`src/rtl/osc_ctrl_pkg.sv`:
```
// Shared types for the ring-oscillator measurement sequencer: FSM states
// and oscillator-enable encodings.
package osc_ctrl_pkg;

  typedef enum logic [2:0] {
    ST_IDLE,
    ST_SETTLE_A,
    ST_GATE_A,
    ST_SETTLE_B,
    ST_GATE_B,
    ST_DONE
  } state_e;

  localparam logic [1:0] OSC_NONE = 2'b00;
  localparam logic [1:0] OSC_A    = 2'b01;
  localparam logic [1:0] OSC_B    = 2'b10;

endpackage

```
`src/rtl/osc_edge_counter.sv`:
```
// Synchronizes one asynchronous oscillator tap, detects rising edges and
// counts them with saturation while enabled.
module osc_edge_counter #(
  parameter int CNT_W = 16
) (
  input  logic             clk,
  input  logic             rst_n,
  input  logic             osc_i,
  input  logic             clr_i,
  input  logic             en_i,
  output logic [CNT_W-1:0] count_nxt_o,
  output logic             ovf_nxt_o
);

  logic             s1_q, s2_q, s3_q;
  logic [CNT_W-1:0] count_q, count_d;
  logic             ovf_q, ovf_d;
  logic             edge_seen;

  assign edge_seen = s2_q & ~s3_q;

  always_ff @(posedge clk or negedge rst_n) begin
    if (!rst_n) begin
      s1_q    <= 1'b0;
      s2_q    <= 1'b0;
      s3_q    <= 1'b0;
      count_q <= '0;
      ovf_q   <= 1'b0;
    end else begin
      s1_q    <= osc_i;
      s2_q    <= s1_q;
      s3_q    <= s2_q;
      count_q <= count_d;
      ovf_q   <= ovf_d;
    end
  end

  // NOTE: defaults first so every path assigns count_d/ovf_d and no latch is inferred.
  always_comb begin
    count_d = count_q;
    ovf_d   = ovf_q;
    if (clr_i) begin
      count_d = '0;
      ovf_d   = 1'b0;
    end else if (en_i && edge_seen) begin
      // An edge arriving at all-ones is lost, which is what ovf reports.
      if (&count_q) ovf_d   = 1'b1;
      else          count_d = count_q + CNT_W'(1);
    end
  end

  // Next-state values let the sequencer latch results including an edge
  // seen in the final gate cycle.
  assign count_nxt_o = count_d;
  assign ovf_nxt_o   = ovf_d;

endmodule

```
`src/rtl/osc_measure_ctrl.sv`:
```
// Sequencer for the ring-oscillator pair: settle, gate and count A, then B,
// and publish both counts plus their signed difference.
module osc_measure_ctrl
  import osc_ctrl_pkg::*;
#(
  parameter int CNT_W         = 16,
  parameter int GATE_CYCLES   = 10000,
  parameter int SETTLE_CYCLES = 64
) (
  input  logic             clk,
  input  logic             rst_n,
  input  logic             start,
  input  logic             abort,
  input  logic             cont,
  input  logic             osc_a,
  input  logic             osc_b,
  output logic [1:0]       osc_en,
  output logic             busy,
  output logic             done,
  output logic [CNT_W-1:0] count_a,
  output logic [CNT_W-1:0] count_b,
  output logic [1:0]       ovf,
  output logic [CNT_W:0]   diff
);

  localparam int MAX_CYC = (GATE_CYCLES > SETTLE_CYCLES) ? GATE_CYCLES : SETTLE_CYCLES;
  localparam int TMR_W   = $clog2(MAX_CYC);
  localparam logic [TMR_W-1:0] GATE_LD   = TMR_W'(GATE_CYCLES - 1);
  localparam logic [TMR_W-1:0] SETTLE_LD = TMR_W'(SETTLE_CYCLES - 1);

  state_e           state_q;
  logic [TMR_W-1:0] timer_q;
  logic [1:0]       osc_en_q;
  logic             busy_q, done_q;
  logic [CNT_W-1:0] count_a_q, count_b_q;
  logic [1:0]       ovf_q;
  logic [CNT_W:0]   diff_q;

  logic             timer_zero;
  logic             clr_a, clr_b, en_a, en_b;
  logic [CNT_W-1:0] cnt_a_nxt, cnt_b_nxt;
  logic             ovf_a_nxt, ovf_b_nxt;

  assign timer_zero = (timer_q == '0);
  assign clr_a      = (state_q == ST_SETTLE_A) && timer_zero;
  assign clr_b      = (state_q == ST_SETTLE_B) && timer_zero;
  assign en_a       = (state_q == ST_GATE_A);
  assign en_b       = (state_q == ST_GATE_B);

  osc_edge_counter #(.CNT_W(CNT_W)) u_cnt_a (
    .clk         (clk),
    .rst_n       (rst_n),
    .osc_i       (osc_a),
    .clr_i       (clr_a),
    .en_i        (en_a),
    .count_nxt_o (cnt_a_nxt),
    .ovf_nxt_o   (ovf_a_nxt)
  );

  osc_edge_counter #(.CNT_W(CNT_W)) u_cnt_b (
    .clk         (clk),
    .rst_n       (rst_n),
    .osc_i       (osc_b),
    .clr_i       (clr_b),
    .en_i        (en_b),
    .count_nxt_o (cnt_b_nxt),
    .ovf_nxt_o   (ovf_b_nxt)
  );

  // NOTE: non-blocking assignments keep every register sampling pre-edge values.
  always_ff @(posedge clk or negedge rst_n) begin
    if (!rst_n) begin
      state_q   <= ST_IDLE;
      timer_q   <= '0;
      osc_en_q  <= OSC_NONE;
      busy_q    <= 1'b0;
      done_q    <= 1'b0;
      count_a_q <= '0;
      count_b_q <= '0;
      ovf_q     <= 2'b00;
      diff_q    <= '0;
    end else if (abort) begin
      state_q  <= ST_IDLE;
      osc_en_q <= OSC_NONE;
      busy_q   <= 1'b0;
      done_q   <= 1'b0;
    end else begin
      done_q <= 1'b0;
      case (state_q)
        ST_IDLE, ST_DONE: begin
          if (start || (state_q == ST_DONE && cont)) begin
            state_q  <= ST_SETTLE_A;
            timer_q  <= SETTLE_LD;
            osc_en_q <= OSC_A;
            busy_q   <= 1'b1;
          end
        end
        ST_SETTLE_A: begin
          if (timer_zero) begin
            state_q <= ST_GATE_A;
            timer_q <= GATE_LD;
          end else begin
            timer_q <= timer_q - TMR_W'(1);
          end
        end
        ST_GATE_A: begin
          if (timer_zero) begin
            state_q   <= ST_SETTLE_B;
            timer_q   <= SETTLE_LD;
            osc_en_q  <= OSC_B;
            count_a_q <= cnt_a_nxt;
            ovf_q[0]  <= ovf_a_nxt;
          end else begin
            timer_q <= timer_q - TMR_W'(1);
          end
        end
        ST_SETTLE_B: begin
          if (timer_zero) begin
            state_q <= ST_GATE_B;
            timer_q <= GATE_LD;
          end else begin
            timer_q <= timer_q - TMR_W'(1);
          end
        end
        ST_GATE_B: begin
          if (timer_zero) begin
            state_q   <= ST_DONE;
            osc_en_q  <= OSC_NONE;
            busy_q    <= 1'b0;
            done_q    <= 1'b1;
            count_b_q <= cnt_b_nxt;
            ovf_q[1]  <= ovf_b_nxt;
            diff_q    <= {1'b0, count_a_q} - {1'b0, cnt_b_nxt};
          end else begin
            timer_q <= timer_q - TMR_W'(1);
          end
        end
        default: begin
          state_q  <= ST_IDLE;
          osc_en_q <= OSC_NONE;
          busy_q   <= 1'b0;
        end
      endcase
    end
  end

  assign osc_en  = osc_en_q;
  assign busy    = busy_q;
  assign done    = done_q;
  assign count_a = count_a_q;
  assign count_b = count_b_q;
  assign ovf     = ovf_q;
  assign diff    = diff_q;

endmodule

```
`config.mk`:
```
export PLATFORM = sky130hd
export DESIGN_NAME = osc_measure_ctrl
export DESIGN_NICKNAME = d
export VERILOG_FILES = /design/src/rtl/osc_ctrl_pkg.sv /design/src/rtl/osc_edge_counter.sv /design/src/rtl/osc_measure_ctrl.sv
export SDC_FILE = /design/constraint.sdc
export NUM_CORES = 1
export LEC_CHECK = 0
export ABC_CLOCK_PERIOD_IN_PS = 10200
export BUFFER_PORTS_ARGS = -buffer_cell sky130_fd_sc_hd__buf_2
export CAP_MARGIN = 20
export CORE_MARGIN = 2
export CORE_UTILIZATION = 30
export CTS_CLUSTER_SIZE = 25
export DETAILED_ROUTE_END_ITERATION = 12
export GPL_TIMING_DRIVEN = 0
export PLACE_DENSITY_LB_ADDON = 0.08
export SYNTH_ARGS = -nofsm -noshare
export SYNTH_HDL_FRONTEND = slang
export SYNTH_HIERARCHICAL = 1
export SYNTH_SLANG_ARGS = --single-unit
```
`constraint.sdc`:
```
create_clock -name clk -period 10.2 [get_ports clk]
set_input_delay 0.51 -clock clk [delete_from_list [all_inputs] [get_ports clk]]
set_output_delay 0.51 -clock clk [all_outputs]
set_load 0.01 [all_outputs]
```
# Yosys cells after proc, flatten, opt, wreduce, memory -nomap -nowiden
# Index checks and enable logic that the tools add are counted.
[op_classes] n_eq_ne=14 bitwise=5 mux=36 n_reduce_logical=20 addsub=4
[op_table] cell="$mux W16" n=6
[op_table] cell="$mux W14" n=4
[op_table] cell="$pmux W14 S4" n=1
[op_table] cell="$add A16 B1 Y16 const B" n=2
[op_table] cell="$reduce_and A16 Y1" n=2
[op_table] cell="$mux W3" n=6
[op_table] cell="$sub A16 B16 Y17" n=1
[op_table] cell="$ne A3 B3 Y1 const B" n=5
[op_table] cell="$pmux W3 S5" n=1
[op_table] cell="$logic_not A14 Y1" n=1
[op_table] cell="$sub A14 B1 Y14 const B" n=1
[op_table] cell="$mux W1" n=12
[op_table] cell="$reduce_and A3 Y1" n=3
[op_table] cell="$mux W2" n=4
[op_table] cell="$pmux W2 S4" n=1
[op_table] cell="$reduce_and A4 Y1" n=2
[op_table] cell="$eq A3 B2 Y1 const B" n=2
[op_table] cell="$eq A3 B3 Y1 const B" n=2
[op_table] cell="$logic_and A1 B1 Y1" n=5
[op_table] cell="$reduce_and A5 Y1" n=1
[op_table] cell="$ne A2 B1 Y1 const B" n=2
[op_table] cell="$ne A2 B2 Y1 const B" n=2
[op_table] cell="$reduce_bool A4 Y1" n=1
[op_table] cell="$reduce_or A2 Y1" n=2
[op_table] cell="7 further kinds" n=10
[word_totals] regBits=112 word_cells=99

# Longest topological paths before layout
# Gate-level depths: netlist of run 1.
[depth] word_depth=6 ltp_mapped=19

# Modules after synthesis
# The synthesis of run 1 kept the hierarchy.
[by_module_without_submodules] mod="osc_measure_ctrl" seq_area_each_um2=1801.7 area_per_inst_um2=3921.3 cells_per_inst=423 n_inst=1
[by_module_without_submodules] mod="osc_edge_counter (u_cnt_b)" seq_area_each_um2=500.5 area_per_inst_um2=1094.8 cells_per_inst=111 n_inst=1
[by_module_without_submodules] mod="osc_edge_counter (u_cnt_a)" seq_area_each_um2=500.5 area_per_inst_um2=1047.3 cells_per_inst=110 n_inst=1

# Least setup slack after synthesis of run 1
# OpenSTA, ideal clock, no wires.
[synth_path] path_kind="register -> register" start="register state_q[2]" end="register diff_q[12] (netlist: diff[12])" stages_incl_launch_ff=17 t_arrival_ns=3.801 path_slack_ns=6.269 required_ns=10.070 path_buffers=1 synth_period_minus_slack_ns=3.931 cell_sequence="dfrtp_1 -> buf_2 -> nand2b_1 -> nor2_1 -> nand3b_1 -> or3_2 -> a21oi_1 -> ha_1 -> inv_1 -> fa_1 -> a21oi_1 -> o21ai_0 -> a211oi_1 -> a211oi_1 -> a21boi_0 -> xor2_1 -> o21ai_0"
[synth_between] elab_chain_cells=5
[synth_lines] item="start, declared" line="osc_measure_ctrl.sv:31" source="state_e state_q;"
[synth_lines] item="start signal, assigned" line="osc_measure_ctrl.sv:73" source="state_q <= ST_IDLE;"
[synth_lines] item="start signal, assigned" line="osc_measure_ctrl.sv:83" source="state_q <= ST_IDLE;"
[synth_lines] item="start signal, assigned" line="osc_measure_ctrl.sv:92" source="state_q <= ST_SETTLE_A;"
[synth_lines] item="$eq A3 B3 Y1" line="osc_measure_ctrl.sv:48" source="assign en_b = (state_q == ST_GATE_B);"
[synth_lines] item="net en_b" line="osc_measure_ctrl.sv:40" source="logic clr_a, clr_b, en_a, en_b;"
[synth_lines] item="$logic_and A1 B1 Y1" line="osc_edge_counter.sv:45" source="end else if (en_i && edge_seen) begin"
[synth_lines] item="$mux W16" line="osc_edge_counter.sv:45"
[synth_lines] item="$mux W16" line="osc_edge_counter.sv:42" source="if (clr_i) begin"
[synth_lines] item="net cnt_b_nxt[0]" line="osc_measure_ctrl.sv:41" source="logic [CNT_W-1:0] cnt_a_nxt, cnt_b_nxt;"
[synth_lines] item="$sub A16 B16 Y17" line="osc_measure_ctrl.sv:133" source="diff_q <= {1'b0, count_a_q} - {1'b0, cnt_b_nxt};"
[synth_lines] item="end signal, assigned" line="osc_measure_ctrl.sv:133"
[synth_lines] item="end, declared" line="osc_measure_ctrl.sv:37" source="logic [CNT_W:0] diff_q;"
# The timed path passes the listed nets, and every way through them passes these cells.
# A chain may end at the register's enable or synchronous reset.

# Worst setup path in the final report of run 1
# Same ends and word-level chain as after synthesis.

==> impl_metrics.py, run 1 <==
metrics = {
    "final_layout": {
        "layout-drive-gt1-share_pct": 18.6,
        "areaGrowthSynthToFinish_pct": 16.0,
        "layout.nets": 745,
        "layout_commonest_cell": "dfrtp_1",
        "layout_common_cells": "dfrtp_1 (112), nand2_1 (70), buf_2 (70)",
        "n_antenna_cell": 0,
        "fillCellCount": 2135,
    },
    "die": {
        "pin_count": 62,
        "die-area_sq_um": 21400,
        "start_util_pct": 30.3,
        "core_area_sq_um": 20000,
        "rows": 52,
        "fp.dieW_microns": 146,
        "die_h_microns": 146,
    },
    "cts": {
        "root_buffer": "clkbuf_16",
        "clock_latency_ps": 360,
        "tritoncts": "built",
        "cts_buffer_depth": 2,
        "cts_resized": 0,
        "cts_setup_buffers": 0,
        "htreeDepth": 3,
        "clk_pin_slew_worst_paths_ps": 80,
        "cts_made_buffers": 9,
        "hold_buffers": 0,
        "cts.sinks": 112,
    },
    "logic_synthesis": {
        "syn_nets": 672,
        "async_flop_share_pct": 100,
        "seq_area_frac_synth_pct": 46.2,
        "synth_area_sq_um": 6060,
        "netlist_instances": 644,
        "yosysWarnings": 6,
        "synth_area_per_cell_sq_um": 9.42,
        "synth_edf_count": 0,
        "ys_seq_elements": 112,
        "synth_cell_types": 67,
        "synthFlopType": "dfrtp_1",
    },
    "outcome": {
        "status": "finished clean",
    },
    "timing": {
        "worst_pin_slew_ps": 1020,
        "rsz0062_at_grt": "no",
        "hold_viol_final": 0,
        "whs_ps": 74.0,
        "slew_viol_final": 0,
        "setup_viol": 0,
        "fin_skew_ps": 11.0,
        "fmax_mhz": 185,
        "relSlewSlack_pct": 31.8,
        "setup_tns_ps": 0,
        "period_needed_ps": 5400,
        "post-route-period-util_pct": 52.9,
    },
    "route": {
        "drt-total-wl_mm": 16.8,
        "ant_nets": 0,
        "vias_per_cell": 5.15,
        "first_pass_iters": 5,
        "via_count": 5112,
        "drt_first_iter_violations": 219,
        "wl_per_cell_microns": 17.0,
        "drc": 0,
    },
    "setup_path": {
        "endpoint_kind": "register",
        "r2r-start": "state_q[2]$_DFFE_PN0P_",
        "critPathSlowestCell": "nor2_1",
        "worst-setup-path-type": "register to register",
        "critical_path_required_ps": 10430,
        "cpPeakStageDelay_ps": 790,
        "critPathBufInv": 2,
        "critPathLaunchType": "register",
        "cp.arrival_ps": 5630,
        "cp_top_family": "simple AND/OR/NAND/NOR gates",
        "cp_cell_sequence": "buf_2 > nand2b_1 > nor2_1 > nand3b_1 > or3_2 > a21oi_1 > ha_1 > inv_1 > fa_1 > a21oi_1 > o21ai_0 > a211oi_1 > a211oi_1 > a21boi_0 > xor2_1 > o21ai_0",
        "cp_max_fo": 12,
        "crit_path_start": "state_q[2]$_DFFE_PN0P_",
    },
    "power": {
        "ir_worst_vdd_mv": 0.0732,
        "cellPowerDensity_nw_per_um2": 122,
        "p_leak_nw": 3.26,
    },
    "placed_design": {
        "dp_hpwl_mm": 12.8,
        "place_congestion": 0.855,
        "placement.io_buffers": 61,
    },
    "grt": {
        "grt_pass1_wl_mm": 27.4,
        "grt-ovfl-total": 0,
        "grt_start_max_net_pins": 66,
        "antenna_found_initial": 0,
        "grt_pass1_vias": 5067,
        "grt_usage_pct": 16.3,
    },
    "run": {
        "drv_cap": 0,
    },
    "worst_hold_path": {
        "min_path_type": "input pin to asynchronous set/reset pin",
    },
}
## Yosys cell counts (7+ instances only)
| cell type | number | area (sq um) |
|---|---|---|
| dfrtp_1 | 112 | 2800 |
| nand2_1 | 70 | 263 |
| a21oi_1 | 48 | 240 |
| nor2_1 | 47 | 176 |
| o21ai_0 | 47 | 235 |
| inv_1 | 36 | 135 |
| ha_1 | 20 | 250 |
| mux2_2 | 19 | 214 |
| nand3_1 | 19 | 95.1 |
| nand4_1 | 18 | 113 |
| nor3_1 | 12 | 60.1 |
| a31oi_1 | 11 | 68.8 |
| and3_1 | 10 | 62.6 |
| buf_2 | 10 | 50.1 |
| o21ai_1 | 10 | 50.1 |
| xor2_1 | 10 | 87.6 |
| clkbuf_1 | 9 | 33.8 |
| xnor2_1 | 9 | 78.8 |
| nor4_1 | 8 | 50.1 |
| o31ai_1 | 8 | 60.1 |
| and4_1 | 7 | 61.3 |
| nand3b_1 | 7 | 52.6 |
| or3_1 | 7 | 43.8 |
## final cells by class
| class | instances | area [sq um] | share of cell area (%) |
|---|---|---|---|
| Multi-Input combinational cell | 470 | 2980 | 42.4 |
| Clock buffer | 9 | 225 | 3.20 |
| Timing Repair Buffer | 62 | 339 | 4.82 |
| Clock inverter | 7 | 70.1 | 0.996 |
| Sequential cell | 112 | 2800 | 39.8 |
| Buffer | 26 | 144 | 2.05 |
| Inverter | 36 | 135 | 1.92 |
| Tap cell | 270 | 338 | 4.80 |
## state kept, by name, summed over array words and instances (netlist names), 2 cells and up
register / cells
count_a: 16
count_b: 16
diff: 17
osc_en: 2
ovf: 2
state_q: 3
timer_q: 14
u_cnt_a/count_q: 16
u_cnt_b/count_q: 16
## logic make-up after synthesis
kind of cell / count (synthesis) / synth area share [%]
simple gates: 249 / 22.5
flops: 112 / 46.2
fa+ha+maj: 21 / 4.46
buf+inv: 62 / 4.60
mux: 20 / 3.71
xor+xnor: 19 / 2.74
compound gates: 161 / 15.8
## per-layer routing
layer	GRT usage (%)	wire (microns)
met1	22.5	8140
met2	26.2	7840
met5	0	0
met3	2.34	563
met4	5.73	270
## where the power goes
group | switching, mW | internal [mW] | leakage, nW
combinational | 0.0289 | 0.0132 | 1.60
clock | 0.171 | 0.191 | 0.146
sequential | 0.00536 | 0.449 | 1.51
## stage by stage
stage | utilization, % | cell area (sq um) | setup slack (ps) | cells | total power, mW
floorplan | - | 6060 | 6270 | 644 | 0.485
global placement | 33.5 | 6710 | 4880 | 975 | 0.504
detailed placement | 33.6 | 6740 | 4840 | 976 | 0.506
CTS | 35.1 | 7040 | 4780 | 992 | 0.873
global route | 35.1 | 7040 | 4490 | 992 | 0.897
finish | 35.1 | 7040 | 4800 | 992 | 0.859
## path summary, 6_finish.rpt
check / end / slack [ps] / cells after the start
max in group asynchronous: timer_q[2]$_DFFE_PN0P_ / 9440 / 2
setup reg to reg: diff[12]$_DFFE_PN0P_ / 4800 / 16
min in group clk: u_cnt_a/s1_q$_DFF_PN0_ / 250 / 1
hold reg to reg: u_cnt_a/s2_q$_DFF_PN0_ / 350 / 0
setup / recovery: diff[12]$_DFFE_PN0P_ / 4800 / 16
hold / removal: diff[5]$_DFFE_PN0P_ / 70 / 1
(Power assumes the default switching activity.)
==> inputs of run 2 (changes only) <==
Settings changed: ABC_CLOCK_PERIOD_IN_PS 10200 to 5600.
Clock period 10.2 ns to 5.6 ns, I/O delays scaled along.
==> run 2 against run 1 <==
Compared with the run above: global-route usage about the same; via count decreased by 0.12%; critical path type unchanged; register-to-register slack got worse by 4400 ps; die area unchanged; count of clock-buffer cells in the layout did not move; largest cell class unchanged; first-iteration DRC count increased by 23%; clock skew fell by 3.0 ps; final cell count up 0.10%.
==> impl_metrics.py, run 2 (same netlist as run 1, synthesis figures left out) <==
metrics = {
    "grt": {
        "grt_usage_pct": 16.3,
        "antenna_found_initial": 0,
        "grt_pass1_wl_mm": 27.4,
        "grt_pass1_vias": 5075,
        "grt_start_max_net_pins": 66,
        "grt-ovfl-total": 0,
    },
    "final_layout": {
        "fin_util_pct": 35.2,
        "largest_reg_flops": 17,
        "fillCellCount": 2135,
        "layout-drive-gt1-share_pct": 18.7,
        "layout_common_cells": "dfrtp_1 (112), nand2_1 (70), buf_2 (70)",
        "areaGrowthSynthToFinish_pct": 16.2,
        "layout_commonest_cell": "dfrtp_1",
        "n_antenna_cell": 0,
        "layout.nets": 746,
    },
    "route": {
        "ant_nets": 0,
        "vias_per_cell": 5.14,
        "drt-total-wl_mm": 16.8,
        "drt_first_iter_violations": 269,
        "wl_per_cell_microns": 16.9,
        "via_count": 5106,
        "drc": 0,
        "first_pass_iters": 5,
    },
    "die": {
        "start_util_pct": 30.3,
        "pin_count": 62,
        "core_area_sq_um": 20000,
        "fp.dieW_microns": 146,
        "rows": 52,
        "die_h_microns": 146,
        "die-area_sq_um": 21400,
    },
    "setup_path": {
        "cp_top_family": "compound AO/OA/AOI/OAI gates",
        "endpoint_kind": "register",
        "cp.arrival_ps": 5440,
        "critPathSlowestCell": "a211oi_1",
        "critPathBufInv": 3,
        "worst-setup-path-type": "register to register",
        "cp_max_fo": 10,
        "critPathLaunchType": "register",
        "cp_cell_sequence": "or3_1 > nor4_2 > nand2_1 > nor3b_1 > buf_4 > clkbuf_1 > a21oi_1 > ha_1 > inv_1 > fa_1 > a21oi_1 > o21ai_0 > a211oi_1 > a211oi_1 > a21boi_0 > xor2_1 > o21ai_0",
        "cpPeakStageDelay_ps": 560,
        "critical_path_required_ps": 5870,
    },
    "cts": {
        "cts_made_buffers": 9,
        "clock_latency_ps": 360,
        "htreeDepth": 3,
        "clk_pin_slew_worst_paths_ps": 80,
        "root_buffer": "clkbuf_16",
        "cts.sinks": 112,
        "cts_buffer_depth": 2,
        "tritoncts": "built",
        "cts_setup_buffers": 0,
    },
    "placed_design": {
        "place_congestion": 0.855,
        "placement.io_buffers": 61,
        "dp_hpwl_mm": 12.8,
    },
    "timing": {
        "post-route-period-util_pct": 92.3,
        "hold_viol_final": 0,
        "relSlewSlack_pct": 46.7,
        "fin_skew_ps": 8.05,
        "setup_viol": 0,
        "fmax_mhz": 194,
        "slew_viol_final": 0,
        "period_needed_ps": 5170,
        "worst_pin_slew_ps": 793,
        "rsz0062_at_grt": "no",
        "setup_tns_ps": 0,
    },
    "run": {
        "drv_cap": 0,
    },
    "power": {
        "ir_worst_vdd_mv": 0.133,
        "p_leak_nw": 3.26,
        "cellPowerDensity_nw_per_um2": 222,
    },
    "outcome": {
        "status": "finished clean",
    },
    "worst_hold_path": {
        "min_path_type": "input pin to register",
    },
}
-- run 2: changes by cell type in the layout (fill, tap and decap cells not counted), sizes merged --
cell         previous run  this run
dlygate4sd3             0         1
-- run 2: final timing paths --
| kind | end | cells past startpoint | from | slack, ps |
|---|---|---|---|---|
| max | diff[12]$_DFFE_PN0P_ | 17 | timer_q[10]$_DFFE_PN0P_ | 430 |
| min | u_cnt_a/s1_q$_DFF_PN0_ | 1 | osc_a | 20 |
| max reg2reg | diff[12]$_DFFE_PN0P_ | 17 | timer_q[10]$_DFFE_PN0P_ | 430 |
| min reg2reg | u_cnt_a/s2_q$_DFF_PN0_ | 0 | u_cnt_a/s1_q$_DFF_PN0_ | 350 |
| max in group asynchronous | timer_q[2]$_DFFE_PN0P_ | 3 | rst_n | 4490 |
| min in group asynchronous | diff[5]$_DFFE_PN0P_ | 2 | rst_n | 430 |
-- run 2: layout make-up --
class	count	area, sq um	share of cell area, %
buffer	26	144	2.04
clock buffer	9	225	3.20
clock inverter	7	70.1	0.994
inverter	36	135	1.92
multi-input combinational	470	2980	42.3
sequential	112	2800	39.8
tap	270	338	4.79
timing repair buffer	63	349	4.95
-- run 2: metal layers --
metal	vias up	wire, microns	track usage, %
met5	-	0	0
met4	0	316	5.73
met3	21	618	2.31
met2	116	7810	26.3
met1	2500	8070	22.5
li1	2469	-	-
-- run 2: stage by stage --
step / cells / setup slack [ps] / total power [mW] / hold WS (ps) / area, sq um
after CTS: 993 / 179 / 1.59 / 8.10 / 7050
after global routing: 993 / 96.4 / 1.64 / 14.2 / 7050
after floorplan: 644 / 1670 / 0.884 / -15.6 / 6060
after global placement: 975 / 282 / 0.918 / 338 / 6710
final: 993 / 433 / 1.56 / 20.3 / 7050
after detailed placement: 976 / 244 / 0.923 / 257 / 6740
-- run 2: timing repair --
item                                    4_1_cts  5_1_grt
hold buffers                                  1        0
endpoints found under the setup margin        0        1
endpoints found under the hold margin        47        0
gates resized for setup                       0        1
-- run 2: report_power, final --
group / internal (mW) / switching, mW / total (mW)
registers: 0.818 / 0.00995 / 0.828
clock network: 0.348 / 0.310 / 0.658
logic: 0.0246 / 0.0531 / 0.0777
total: 1.19 / 0.373 / 1.56
